File: config.mk
export PLATFORM = sky130hd
export DESIGN_NAME = lockin_period_demod
export DESIGN_NICKNAME = d
export VERILOG_FILES = /design/src/rtl/lockin_pkg.sv /design/src/rtl/lockin_shift_sat.sv /design/src/rtl/lockin_period_demod.sv
export SDC_FILE = /design/constraint.sdc
export NUM_CORES = 2
export LEC_CHECK = 0
export BUFFER_PORTS_ARGS = -buffer_cell sky130_fd_sc_hd__buf_2
export CAP_MARGIN = 20
export CELL_PAD_IN_SITES_DETAIL_PLACEMENT = 1
export CELL_PAD_IN_SITES_GLOBAL_PLACEMENT = 2
export CORE_MARGIN = 4
export CORE_UTILIZATION = 40
export DETAILED_ROUTE_END_ITERATION = 8
export HOLD_SLACK_MARGIN = 0.08
export PLACE_DENSITY_LB_ADDON = 0.08
export SETUP_SLACK_MARGIN = 0.5
export SLEW_MARGIN = 20
export SYNTH_ARGS = -nofsm -noshare
export SYNTH_HDL_FRONTEND = slang
export SYNTH_SLANG_ARGS = --single-unit
File: constraint.sdc
create_clock -name clk -period 11.9 [get_ports clk]
set_input_delay 1.19 -clock clk [delete_from_list [all_inputs] [get_ports clk]]
set_output_delay 1.19 -clock clk [all_outputs]
set_load 0.02 [all_outputs]
File: src/rtl/lockin_pkg.sv
// Shared definitions for the lock-in period demodulator: default widths,
// the controller state type and helpers for the output saturation limits.
// Optional feature macro used by the top level: LOCKIN_SQ_DEMOD_EN.
package lockin_pkg;

   localparam int DW_DEF    = 14;
   localparam int ACC_W_DEF = 64;
   localparam int OW_DEF    = 32;

   typedef enum logic [1:0] {
      IDLE  = 2'd0,
      ARM   = 2'd1,
      INTEG = 2'd2
   } state_t;

   // Largest positive value representable in an ow-bit signed result
   function automatic logic signed [127:0] sat_hi(input int ow);
      return (128'sd1 <<< (ow - 1)) - 128'sd1;
   endfunction

   // Most negative value representable in an ow-bit signed result
   function automatic logic signed [127:0] sat_lo(input int ow);
      return -(128'sd1 <<< (ow - 1));
   endfunction

   // Saturation limits for the default output width
   localparam logic signed [ACC_W_DEF-1:0] OUT_MAX_DEF = ACC_W_DEF'(sat_hi(OW_DEF));
   localparam logic signed [ACC_W_DEF-1:0] OUT_MIN_DEF = ACC_W_DEF'(sat_lo(OW_DEF));

endpackage

File: src/rtl/lockin_shift_sat.sv
// Combinational arithmetic right shift of a wide accumulator followed by
// saturation into the narrower signed output range.
module lockin_shift_sat
   import lockin_pkg::*;
#(
   parameter int ACC_W = ACC_W_DEF,
   parameter int OW    = OW_DEF
) (
   input  logic signed [ACC_W-1:0] acc,
   input  logic        [5:0]       shift,
   output logic signed [OW-1:0]    res
);

   localparam logic signed [ACC_W-1:0] HI = ACC_W'(sat_hi(OW));
   localparam logic signed [ACC_W-1:0] LO = ACC_W'(sat_lo(OW));

   logic signed [ACC_W-1:0] shifted;

   // Shift first, then clamp anything that does not fit the output width
   always_comb begin
      shifted = acc >>> shift;
      if (shifted > HI) begin
         res = HI[OW-1:0];
      end else if (shifted < LO) begin
         res = LO[OW-1:0];
      end else begin
         res = shifted[OW-1:0];
      end
   end

endmodule

File: src/rtl/lockin_period_demod.sv
// Lock-in demodulator: multiplies the error sample by the in-phase and
// quadrature references, integrates over 2^nper modulation periods and
// dumps shifted, saturated X/Y results with a one-cycle valid strobe.
// Optional square-wave demodulation is enabled by LOCKIN_SQ_DEMOD_EN.
module lockin_period_demod
   import lockin_pkg::*;
#(
   parameter int DW    = DW_DEF,
   parameter int ACC_W = ACC_W_DEF,
   parameter int OW    = OW_DEF
) (
   input  logic          clk,
   input  logic          rst,
   input  logic          en,
   input  logic [DW-1:0] in_sig,
   input  logic [DW-1:0] sin_ref,
   input  logic [DW-1:0] cos_ref,
   input  logic          harm_trig,
   input  logic [3:0]    nper,
   input  logic [5:0]    shift,
`ifdef LOCKIN_SQ_DEMOD_EN
   input  logic          sq_mode,
   input  logic          sq_ref,
   input  logic          sq_quad,
   input  logic          sq_trig,
`endif
   output logic [OW-1:0] x_out,
   output logic [OW-1:0] y_out,
   output logic [31:0]   n_smp,
   output logic          out_valid,
   output logic          busy
);

   localparam int PW = 2 * DW;

   state_t state;
   state_t state_nxt;

   logic signed [DW-1:0]    sel_sin;
   logic signed [DW-1:0]    sel_cos;
   logic                    sel_trig;

   logic signed [DW-1:0]    s1_in;
   logic signed [DW-1:0]    s1_sin;
   logic signed [DW-1:0]    s1_cos;
   logic                    s1_trig;

   logic signed [PW-1:0]    p_x;
   logic signed [PW-1:0]    p_y;
   logic                    s2_trig;

   logic signed [ACC_W-1:0] acc_x;
   logic signed [ACC_W-1:0] acc_y;
   logic signed [ACC_W-1:0] sum_x;
   logic signed [ACC_W-1:0] sum_y;
   logic [31:0]             smp_cnt;
   logic [31:0]             smp_inc;
   logic [16:0]             per_cnt;
   logic [16:0]             per_target;
   logic                    last_period;
   logic [3:0]              nper_lat;
   logic [5:0]              shift_lat;

   logic                    win_start;
   logic                    win_end;
   logic                    keep_integ;

   logic signed [ACC_W-1:0] dump_x;
   logic signed [ACC_W-1:0] dump_y;
   logic [31:0]             dump_n;
   logic [5:0]              dump_shift;
   logic                    dump_valid;

   logic signed [OW-1:0]    sat_x;
   logic signed [OW-1:0]    sat_y;

`ifdef LOCKIN_SQ_DEMOD_EN
   localparam logic signed [DW-1:0] SQ_POS = DW'((1 << (DW - 1)) - 1);
   localparam logic signed [DW-1:0] SQ_NEG = -SQ_POS;

   logic mode_reg;
   logic mode_act;

   // Square mode is only picked up while not integrating; INTEG runs on the held copy
   always_ff @(posedge clk) begin
      if (rst) begin
         mode_reg <= 1'b0;
      end else if (state != INTEG) begin
         mode_reg <= sq_mode;
      end
   end
`endif

   // Choose the reference pair and period boundary for the active demodulation mode
   always_comb begin
      sel_sin  = sin_ref;
      sel_cos  = cos_ref;
      sel_trig = harm_trig;
`ifdef LOCKIN_SQ_DEMOD_EN
      mode_act = (state == INTEG) ? mode_reg : sq_mode;
      if (mode_act) begin
         sel_cos  = sq_ref  ? SQ_POS : SQ_NEG;
         sel_sin  = sq_quad ? SQ_POS : SQ_NEG;
         sel_trig = sq_trig;
      end
`endif
   end

   // S1 input registers and S2 full-precision product registers
   always_ff @(posedge clk) begin
      if (rst) begin
         s1_in   <= '0;
         s1_sin  <= '0;
         s1_cos  <= '0;
         s1_trig <= 1'b0;
         p_x     <= '0;
         p_y     <= '0;
         s2_trig <= 1'b0;
      end else begin
         s1_in   <= in_sig;
         s1_sin  <= sel_sin;
         s1_cos  <= sel_cos;
         s1_trig <= sel_trig;
         p_x     <= s1_in * s1_cos;
         p_y     <= s1_in * s1_sin;
         s2_trig <= s1_trig;
      end
   end

   // The trigger-cycle product belongs to the window it closes, so sums include p
   assign sum_x       = acc_x + {{(ACC_W - PW){p_x[PW-1]}}, p_x};
   assign sum_y       = acc_y + {{(ACC_W - PW){p_y[PW-1]}}, p_y};
   assign smp_inc     = (smp_cnt == 32'hFFFF_FFFF) ? smp_cnt : smp_cnt + 32'd1;
   assign per_target  = 17'd1 << nper_lat;
   assign last_period = (per_cnt + 17'd1) == per_target;
   assign busy        = (state == ARM) || (state == INTEG);
   assign keep_integ  = (state == INTEG) && (state_nxt == INTEG);

   // Controller state register
   always_ff @(posedge clk) begin
      if (rst) begin
         state <= IDLE;
      end else begin
         state <= state_nxt;
      end
   end

   // Next-state logic; dropping en always wins and discards the open window
   always_comb begin
      state_nxt = state;
      win_start = 1'b0;
      win_end   = 1'b0;
      case (state)
         IDLE: begin
            if (en) begin
               state_nxt = ARM;
            end
         end
         ARM: begin
            if (s2_trig) begin
               state_nxt = INTEG;
               win_start = 1'b1;
            end
         end
         INTEG: begin
            if (s2_trig && last_period) begin
               win_end = 1'b1;
            end
`ifdef LOCKIN_SQ_DEMOD_EN
            if (sq_mode != mode_reg) begin
               state_nxt = ARM;
               win_end   = 1'b0;
            end
`endif
         end
         default: begin
            state_nxt = IDLE;
         end
      endcase
      if (!en) begin
         state_nxt = IDLE;
         win_start = 1'b0;
         win_end   = 1'b0;
      end
   end

   // Accumulate, count samples/periods and capture the window sums at each window end
   always_ff @(posedge clk) begin
      if (rst) begin
         acc_x      <= '0;
         acc_y      <= '0;
         smp_cnt    <= '0;
         per_cnt    <= '0;
         nper_lat   <= '0;
         shift_lat  <= '0;
         dump_x     <= '0;
         dump_y     <= '0;
         dump_n     <= '0;
         dump_shift <= '0;
         dump_valid <= 1'b0;
      end else begin
         dump_valid <= 1'b0;
         if (win_start) begin
            acc_x     <= '0;
            acc_y     <= '0;
            smp_cnt   <= '0;
            per_cnt   <= '0;
            nper_lat  <= nper;
            shift_lat <= shift;
         end else if (keep_integ) begin
            if (win_end) begin
               dump_x     <= sum_x;
               dump_y     <= sum_y;
               dump_n     <= smp_inc;
               dump_shift <= shift_lat;
               dump_valid <= 1'b1;
               acc_x      <= '0;
               acc_y      <= '0;
               smp_cnt    <= '0;
               per_cnt    <= '0;
               nper_lat   <= nper;
               shift_lat  <= shift;
            end else begin
               acc_x   <= sum_x;
               acc_y   <= sum_y;
               smp_cnt <= smp_inc;
               if (s2_trig) begin
                  per_cnt <= per_cnt + 17'd1;
               end
            end
         end
      end
   end

   lockin_shift_sat #(
      .ACC_W (ACC_W),
      .OW    (OW)
   ) u_sat_x (
      .acc   (dump_x),
      .shift (dump_shift),
      .res   (sat_x)
   );

   lockin_shift_sat #(
      .ACC_W (ACC_W),
      .OW    (OW)
   ) u_sat_y (
      .acc   (dump_y),
      .shift (dump_shift),
      .res   (sat_y)
   );

   // Registered outputs; they hold their value between dumps
   always_ff @(posedge clk) begin
      if (rst) begin
         x_out     <= '0;
         y_out     <= '0;
         n_smp     <= '0;
         out_valid <= 1'b0;
      end else begin
         out_valid <= dump_valid;
         if (dump_valid) begin
            x_out <= sat_x;
            y_out <= sat_y;
            n_smp <= dump_n;
         end
      end
   end

endmodule

==> flow_summary_export.csv <==
group,metric,value,unit
outcome,status,"complete, no violations",
placed_design,detailed_place_hpwl,120000,um
cts,cts_setup_buffers,0,
worst_setup_path,cp_max_fo,28,
drt,drt_iter0_drc,2440,
layout,final_util,0.436,
layout,mostFrequentLayoutCells,"nand2_1 (867), dfxtp_1 (543), nor2_1 (539), inv_1 (528), a21oi_1 (438)",
layout,nets,6802,
timing,rsz0062_at_grt,"no",
min_path,hp-class,"reg2reg",
pwr,leakagePower,23.5,nW
global_routing,grt_pass1_wl,261000,um
pwr,switching_share,0.367,
cts,cts_sinks,553,
global_routing,grt-ovfl-total,0,
worst_setup_path,path_delay_family,"adder cells",
drt,drc_errors,0,
worst_setup_path,arrival,8110,ps
cts,cts_tree,"done",
cts,clkTransAtPathRegs,60,ps
layout,antenna-diode-count,0,
timing,slew_viol_final,0,
synthesis,synth_edf_count,0,
cts,insertion_delay,670,ps
synthesis,ys_seq_area_frac,0.218,
worst_setup_path,regToRegEndpoint,"p_y[27]",
floorplanning,dieArea,133000,um2
placed_design,gp_congestion,0.908,
floorplanning,fp.coreArea,126000,um2
worst_setup_path,cp_num_buf_inv,1,
layout,final_common_cell,"nand2_1",
worst_setup_path,worstPathRequired,12420,ps
pwr,ir_worst_vdd,0.0000979,V
cts,cts_buffers,72,
cts,hold_buffers,0,
worst_setup_path,crit_path_cell_trace,"nand2_1 > fa_1 > fa_1 > fa_1 > fa_1 > fa_1 > inv_1 > fa_1 > ha_1 > and3_1 > a31oi_1 > a311oi_1 > a2111oi_0 > o21bai_1 > a221o_1 > a31o_2 > xnor2_1 > nor2_1",
pwr,clkPwrFrac,0.357,
global_routing,grt.total_usage,0.243,
drt,postRouteWirelength,162000,um
timing,finalCritPeriodShare,0.638,
timing,min_period,7590,ps
cts,clockRootBuffer,"clkbuf_16",
cts,cts_resized,0,
floorplanning,io_pins,154,
floorplanning,die_x,365,um
job,drv_cap,0,
pwr,powerDensity,116,nW/um2
floorplanning,initial_core_util,0.404,
worst_setup_path,cp_common_cell,"fa_1",
worst_setup_path,endpoint,"p_y[27]",
floorplanning,chipHeight,365,um
synthesis,synth.distinct_cells,85,
synthesis,yosysWarnings,0,
global_routing,grt_pass1_vias,45300,
synthesis,netlist_instances,6210,
pwr,combPwrFrac,0.328,
worst_setup_path,end_kind,"flip-flop",
global_routing,antenna_found_initial,0,
timing,skew,22.0,ps
worst_setup_path,slowest_stage,"dfxtp_1",
synthesis,netlist_area,50800,um2
worst_setup_path,cp.depth,18,
drt,dr.pass1.iters,8,
drt,wl_per_cell,20.7,um
synthesis,async_flop_share,0,
worst_setup_path,critPathLaunch,"s1_in[1]",
cts,htree_levels,3,
pwr,power_switching,2.34,mW
worst_setup_path,reg2reg_slack,4310,ps
pwr,seq_power_share,0.315,
timing,tns,0,ps
layout,multi_input_area,36100,um2
worst_setup_path,critPathLaunchType,"flip-flop",
timing,finalHoldViolations,0,
synthesis,synth-main-ff-cell,"dfxtp_1",
timing,fmax,132,MHz
layout,seqCellArea,11100,um2
timing,setup-violations-final,0,
layout,syn_to_final_growth,8.00,%
layout,fill_cells,15100,
drt,antenna_left,0,
worst_setup_path,r2r_cells,18,
worst_setup_path,path_class,"reg2reg",
floorplanning,fp-row-count,130,
synthesis,synth-seq-cells,553,
pwr,intPower,4.03,mW
timing,relSlewSlack,0.257,
synthesis,synth_nets,6924,
global_routing,grt_max_degree,136,
synthesis,synth_area_per_cell,8.19,um2
timing,tightest_slew,1110,ps
worst_setup_path,cpPeakStageDelay,1050,ps
drt,vias_per_cell,5.58,
cts,clockBufferDepth,3,
placed_design,port_buffers,153,
layout,drive_gt1_frac,0.0836,
worst_setup_path,r2r-start,"s1_in[1]",
drt,vias,43500,
==> cells in the mapped netlist (121+ instances only) <==
library cell,n,area share
a21oi_1,439,0.043
and2_1,225,0.028
clkbuf_1,292,0.022
dfxtp_1,553,0.22
fa_1,392,0.15
ha_1,266,0.065
inv_1,531,0.039
mux2i_1,167,0.033
nand2_1,867,0.064
nand3_1,121,0.012
nor2_1,542,0.040
o21ai_0,327,0.032
xnor2_1,132,0.023
==> state kept, by name, summed over array words and instances, names as in the netlist, 6 cells and up <==
| name | cells |
|---|---|
| dump_n | 32 |
| dump_y | 64 |
| p_y | 28 |
| x_out | 32 |
| y_out | 32 |
| acc_y | 64 |
| s1_in | 14 |
| acc_x | 64 |
| dump_x | 64 |
| s1_cos | 14 |
| s1_sin | 14 |
| n_smp | 32 |
| smp_cnt | 32 |
| shift_lat | 6 |
| p_x | 28 |
| per_cnt | 17 |
| dump_shift | 6 |
==> cell families (layout without fill, tap and decap cells) <==
logic type               count (synthesis)  in the layout  share of synthesized area
AND/OR/NAND/NOR                       2184           2184                      0.198
XOR/XNOR                               226            226                     0.0389
multiplexers                           295            295                     0.0826
buffers and inverters                  937            872                     0.0741
AO/OA/AOI/OAI                         1357           1357                      0.169
flip-flops                             553            553                      0.218
adder cells (fa/ha/maj)                658            658                      0.220
==> layer usage <==
| metal | wire [um] | track usage | up-vias |
|---|---|---|---|
| met2 | 75200 | 0.404 | 621 |
| li1 | - | - | 20900 |
| met5 | 0 | 0 | - |
| met3 | 5370 | 0.0274 | 188 |
| met1 | 77700 | 0.340 | 21800 |
| met4 | 3520 | 0.0538 | 0 |
==> stage by stage <==
step | setup WS, ps | instance area (um2) | std cells | total power [mW] | hold WS, ps
2_1_floorplan | 5240 | 50800 | 6210 | 3.59 | 414
3_3_place_gp | 4450 | 52500 | 7664 | 4.12 | 441
3_5_place_dp | 4300 | 52500 | 7664 | 4.15 | 450
4_1_cts | 4290 | 54900 | 7795 | 6.48 | 453
5_1_grt | 3850 | 54900 | 7795 | 6.84 | 469
6_report | 4310 | 54900 | 7795 | 6.37 | 453
==> worst min path at each step <==
stage / slack [ps] / depth (start not counted) / startpoint / endpoint
after floorplan: 410 / 1 / s1_trig / s2_trig
after global placement: 440 / 2 / acc_x[49] / acc_x[49]
after detailed placement: 450 / 2 / acc_y[16] / acc_y[16]
after CTS: 450 / 2 / shift_lat[5] / dump_shift[5]
after global routing: 470 / 2 / acc_x[22] / acc_x[22]
final: 450 / 2 / shift_lat[5] / dump_shift[5]
==> final cells by class <==
class                           count  area share
Clock buffer                       97      0.0378
Inverter                          533      0.0365
Clock inverter                     34     0.00672
Tap cell                         1650      0.0376
Multi-Input combinational cell   4720       0.657
Sequential cell                   553       0.202
Timing Repair Buffer              208      0.0221
==> tightest hold or removal path: stages, from the launching register on <==
cell	delay (ps)
dfxtp_1	310
nand2_1	50
a21oi_1	50
==> power groups by stage <==
stage	clock network (mW)	logic (mW)	registers, mW
2_1_floorplan	0	1.59	2.00
3_3_place_gp	0	2.08	2.05
3_5_place_dp	0	2.10	2.05
4_1_cts	2.35	2.12	2.01
5_1_grt	2.43	2.39	2.02
6_report	2.27	2.09	2.01
Note: power is estimated with default switching activity, not from simulation.
